**src/rtl/jt12_i2s_tx_if.sv**
```systemverilog
// Accumulator-side capture signals and I2S-side outputs of the stereo serializer.
interface jt12_i2s_tx_if;
   logic               clk_en;
   logic               zero;
   logic signed [15:0] left;
   logic signed [15:0] right;
   logic               sample;
   logic               sck;
   logic               ws;
   logic               sd;
   logic [7:0]         ovr_cnt;
   logic [7:0]         udr_cnt;

   modport slave (
      input  clk_en, zero, left, right,
      output sample, sck, ws, sd, ovr_cnt, udr_cnt
   );

   modport master (
      output clk_en, zero, left, right,
      input  sample, sck, ws, sd, ovr_cnt, udr_cnt
   );
endinterface

```
**src/rtl/jt12_i2s_tx.sv**
```systemverilog
// Stereo I2S serializer: captures one accumulator sample per round into a one-entry
// holding register and shifts it out as 16-bit MSB-first words with a one-bit WS lead.
module jt12_i2s_tx #(
   parameter int unsigned DIV = 4
) (
   input logic         clk,
   input logic         rst,
   jt12_i2s_tx_if.slave bus
);
   localparam logic [7:0] DivLast = 8'(DIV - 1);

   logic [7:0]  div;
   logic [4:0]  bcnt;
   logic        pend;
   logic        full;
   logic [31:0] hold;
   logic [31:0] last;
   logic [31:0] shifter;
   logic        sck_r;
   logic        ws_r;
   logic        sample_r;
   logic [7:0]  ovr;
   logic [7:0]  udr;

   logic        wrap;
   logic        fall;
   logic        load;
   logic        capture;
   logic [4:0]  bcnt_nxt;

   always_comb begin
      wrap     = (div == DivLast);
      fall     = wrap & sck_r;
      bcnt_nxt = bcnt + 5'd1;
      load     = fall & (bcnt_nxt == 5'd1);
      capture  = bus.clk_en & pend;
   end

   always_ff @(posedge clk) begin
      if (rst) begin
         div      <= 8'd0;
         bcnt     <= 5'd0;
         pend     <= 1'b0;
         full     <= 1'b0;
         hold     <= 32'd0;
         last     <= 32'd0;
         shifter  <= 32'd0;
         sck_r    <= 1'b0;
         ws_r     <= 1'b0;
         sample_r <= 1'b0;
         ovr      <= 8'd0;
         udr      <= 8'd0;
      end else begin
         if (wrap) begin
            div   <= 8'd0;
            sck_r <= ~sck_r;
         end else begin
            div <= div + 8'd1;
         end

         if (fall) begin
            bcnt <= bcnt_nxt;
            ws_r <= bcnt_nxt[4];
            if (load) begin
               // An empty buffer repeats the previous frame and counts as an underrun
               if (full) begin
                  shifter <= hold;
                  last    <= hold;
               end else begin
                  shifter <= last;
                  if (udr != 8'hFF) udr <= udr + 8'd1;
               end
            end else begin
               shifter <= {shifter[30:0], 1'b0};
            end
         end

         sample_r <= capture;
         if (bus.clk_en) pend <= bus.zero;

         // Load sees the pre-capture hold/full; a same-clk capture refills the buffer
         if (capture) begin
            hold <= {bus.left, bus.right};
            full <= 1'b1;
            if (full && !load && ovr != 8'hFF) ovr <= ovr + 8'd1;
         end else if (load) begin
            full <= 1'b0;
         end
      end
   end

   assign bus.sample  = sample_r;
   assign bus.sck     = sck_r;
   assign bus.ws      = ws_r;
   assign bus.sd      = shifter[31];
   assign bus.ovr_cnt = ovr;
   assign bus.udr_cnt = udr;
endmodule

```
**src/flat_wrapper.sv**
```systemverilog
// flat-port wrapper written by rule: the top's interface ports become plain ports
module jt12_i2s_tx_flat 
#(
   parameter int unsigned DIV = 4
)
  (clk, rst, bus_clk_en, bus_zero, bus_left, bus_right, bus_sample, bus_sck, bus_ws, bus_sd, bus_ovr_cnt, bus_udr_cnt);
  jt12_i2s_tx_if bus_i ();
  input logic clk;
  input logic rst;
  input wire logic [$bits(bus_i.clk_en)-1:0] bus_clk_en;
  input wire logic [$bits(bus_i.zero)-1:0] bus_zero;
  input wire logic [$bits(bus_i.left)-1:0] bus_left;
  input wire logic [$bits(bus_i.right)-1:0] bus_right;
  output wire logic [$bits(bus_i.sample)-1:0] bus_sample;
  output wire logic [$bits(bus_i.sck)-1:0] bus_sck;
  output wire logic [$bits(bus_i.ws)-1:0] bus_ws;
  output wire logic [$bits(bus_i.sd)-1:0] bus_sd;
  output wire logic [$bits(bus_i.ovr_cnt)-1:0] bus_ovr_cnt;
  output wire logic [$bits(bus_i.udr_cnt)-1:0] bus_udr_cnt;
  assign bus_i.clk_en = bus_clk_en;
  assign bus_i.zero = bus_zero;
  assign bus_i.left = bus_left;
  assign bus_i.right = bus_right;
  assign bus_sample = bus_i.sample;
  assign bus_sck = bus_i.sck;
  assign bus_ws = bus_i.ws;
  assign bus_sd = bus_i.sd;
  assign bus_ovr_cnt = bus_i.ovr_cnt;
  assign bus_udr_cnt = bus_i.udr_cnt;
  jt12_i2s_tx #(.DIV(DIV)) u_core (.clk(clk), .rst(rst), .bus(bus_i));
endmodule
```
**config.mk**
```make
export PLATFORM = sky130hd
export DESIGN_NAME = jt12_i2s_tx_flat
export DESIGN_NICKNAME = d
export VERILOG_FILES = /design/src/rtl/jt12_i2s_tx_if.sv /design/src/rtl/jt12_i2s_tx.sv /design/src/flat_wrapper.sv
export SDC_FILE = /design/constraint.sdc
export NUM_CORES = 1
export LEC_CHECK = 0
export CORE_MARGIN = 1.5
export CORE_UTILIZATION = 61
export DETAILED_ROUTE_END_ITERATION = 8
export PLACE_DENSITY_LB_ADDON = 0.05
export SLEW_MARGIN = 10
export SYNTH_ARGS = -nofsm -noshare
export SYNTH_HDL_FRONTEND = slang
export SYNTH_SLANG_ARGS = --single-unit
```
**constraint.sdc**
```tcl
create_clock -name clk -period 6.55 [get_ports clk]
set_clock_uncertainty 0.15 [all_clocks]
set_input_delay 1.31 -clock clk [delete_from_list [all_inputs] [get_ports clk]]
set_output_delay 1.31 -clock clk [all_outputs]
set_load 0.01 [all_outputs]
```
==> flow_summary_export.csv <==
group,metric,value,unit
outcome,outcome,"completed",
timing,worst_slew_pin_slew,1.12,ns
finish,final_core_util,0.753,
yosys,synth_seq_cells,129,
worst_setup_path,worstPathMaxFanout,53,
floorplanning,initial_core_util,0.631,
power,power,1.77,mW
worst_setup_path,arrival,3.71,ns
finish,antenna_cells,0,
placement,hpwl,6.55,mm
global_route,antenna_found_initial,0,
finish,drive_above_1_share,0.0993,
placement,dp_cells,751,
timing,rsz0062_at_grt,"no",
power,p_leak,2.05,nW
cts,ctsRootBufferMaster,"clkbuf_8",
worst_setup_path,critPathKind,"reg -> reg",
cts,tritoncts,"done",
yosys,synth_edf_count,0,
yosys,synth_seq_area_share,0.469,
global_route,overflow,0,
yosys,yosys-top-cells-count,"dfxtp_1 (129), nand2_1 (107), a21oi_1 (76)",
worst_setup_path,slowest_stage,"and3_2",
yosys,yosysWarnings,0,
placement,placed_area,6010,µm²
yosys,syn_inst,635,
yosys,yosysMostFrequentCell,"dfxtp_1",
cts,numCtsBuffers,17,
placement,numPortBuffers,55,
floorplanning,die_area,9600,µm²
global_route,track_usage,0.244,
floorplanning,rows,34,
detailed_routing,drt_first_pass_iters,4,
hold_path,hp-class,"reg -> reg",
timing,totalNegativeSetupSlack,0,ns
yosys,synthDistinctLibCells,45,
yosys,synth_area,5500,µm²
detailed_routing,vias_per_cell,5.82,
placement,gp_congestion,0.748,
power,ir_drop,0.182,mV
worst_setup_path,critPathRequiredTime,6.81,ns
yosys,synth_top_area_share,0.469,
finish,nets,703,
detailed_routing,routed_wirelength,11.4,mm
finish,design_area,6570,µm²
finish,syn_to_final_growth,19.4,%
cts,cts_sinks,129,
floorplanning,die_x,98.0,µm
cts,post_cts_buffers,0,
yosys,synth_area_leaders,"dfxtp_1 (47%), nand2_1 (7.3%), a21oi_1 (6.9%), mux2i_1 (6.4%), a211oi_2 (4.5%)",
yosys,syn_area_per_cell,8.66,µm²
timing,setup_viol,0,
worst_setup_path,cp-end-kind,"flip-flop",
cts,cts-hold-fix-buffers,0,
power,power_density,269,nW/µm²
floorplanning,num_io_pins,56,
cts,worst_skew_pair.late_latency,0.50,ns
yosys,yosys.area.top_type,"dfxtp_1",
finish,fillers,653,
cts,clk_pin_slew,0.06,ns
global_route,grt_max_degree,77,
worst_setup_path,worst_setup_path_start_kind,"flip-flop",
finish,stdcell_count,783,
timing,final-hold-violation-count,0,
cts,cts_resized,0,
cts,clock_path_buffers,2,
timing,max_freq,0.289,GHz
floorplanning,die_h,98.0,µm
global_route,grt_pass1_wl,19.4,mm
detailed_routing,vias,4557,
timing,period_needed,3.45,ns
detailed_routing,drc,0,
yosys,synthArstFlopShare,0,
detailed_routing,ant_nets,0,
worst_setup_path,cp_common_cell,"buf_4",
timing,max-slew-margin-rel,0.256,
worst_setup_path,cpPeakStageDelay,0.68,ns
timing,fin_crit_sh,0.527,
detailed_routing,drt_iter0_markers,198,
cts,cts_max_level,4,
floorplanning,core_area,8720,µm²
detailed_routing,wl_per_cell,14.6,µm
worst_setup_path,crit_chain,"ha_1 -> and4_1 -> o21a_1 -> buf_4 -> and3_2 -> buf_4 -> nor2_1 -> a211oi_2",
yosys,synth-main-ff-cell,"dfxtp_1",
flow_run,maxCapViolations,0,
timing,maxSlewViolCount,0,
yosys,synthesis.nets,676,
global_route,grt_pass1_vias,4293,
==> placed cells by master (no fill, tap or decap), types with 5 or more instances in the layout <==
cell type,n
o21ai_1,11
buf_4,8
a21oi_1,76
dfxtp_1,128
a211oi_1,11
ha_1,5
clkdlybuf4s50_1,54
mux2i_1,35
o21ai_0,27
xor2_1,10
nor2_1,53
or3_1,6
clkbuf_16,16
clkinv_2,6
inv_1,5
nand2_1,107
nand3_1,11
a211oi_2,20
a31oi_1,32
==> layer usage <==
layer,part of all wire,global-route usage,up-vias,wire length (µm)
met3,0.043,0.0594,7,488
met5,0,0,-,0
li1,-,-,2287,-
met4,0.0055,0.0648,0,63
met1,0.45,0.301,2171,5190
met2,0.50,0.425,92,5700
==> path summary, 6_finish.rpt <==
check                           slack [ns]  cells past startpoint                             from                         endpoint
worst max-delay path                  3.10                      8      u_core.bcnt[0]$_SDFFE_PP0P_     u_core.last[22]$_SDFFE_PP0P_
worst max register to register        3.10                      8      u_core.bcnt[0]$_SDFFE_PP0P_     u_core.last[22]$_SDFFE_PP0P_
worst min register to register        0.30                      2  u_core.shifter[25]$_SDFFE_PP0P_  u_core.shifter[25]$_SDFFE_PP0P_
worst min-delay path                  0.30                      2  u_core.shifter[25]$_SDFFE_PP0P_  u_core.shifter[25]$_SDFFE_PP0P_
==> critical path: cells and delay by family, from the launching register on <==
kind	cells	cell delay [ns]
DFF	1	0.44
AOI/OAI and AO/OA	2	0.36
buffers and inverters	2	0.96
and+or+nand+nor	3	1.07
adders and majority gates	1	0.32
==> per-stage QoR <==
step	worst slack, ns	hold WS [ns]
after detailed placement	2.79	0.291
after global routing	2.84	0.312
after floorplan	3.80	0.279
final	3.10	0.301
after CTS	3.12	0.299
after global placement	2.88	0.286
==> state kept, by name, summed over array words and instances (netlist names) <==
register	cells
u_core.hold	32
u_core.bus.udr_cnt	8
u_core.bus.ws	1
u_core.div	8
u_core.bus.sck	1
u_core.full	1
u_core.bcnt	4
u_core.pend	1
u_core.last	32
u_core.bus.sample	1
u_core.bus.ovr_cnt	8
u_core.shifter	32
==> cell families after synthesis <==
logic type | share of synthesized area
AND/OR/NAND/NOR | 0.161
AO/OA/AOI/OAI | 0.224
flip-flops | 0.469
buffers and inverters | 0.0464
multiplexers | 0.0657
XOR/XNOR | 0.0223
adder cells (fa/ha/maj) | 0.0114
==> report_power, final <==
| part | switching (mW) | internal [mW] | total (mW) |
|---|---|---|---|
| combinational | 0.0363 | 0.0362 | 0.0725 |
| sequential | 0.0123 | 0.796 | 0.808 |
| clock | 0.328 | 0.557 | 0.885 |
| total | 0.376 | 1.39 | 1.77 |
==> area by class of cell <==
type	instances	area, µm²	area share
clock buffer	21	449	0.0684
clock inverter	11	113	0.0171
inverter	5	18.8	0.00286
multi-input combinational	447	2670	0.406
sequential	129	2580	0.393
tap	108	135	0.0206
timing repair buffer	62	601	0.0914
Note: power is estimated with default switching activity, not from simulation.
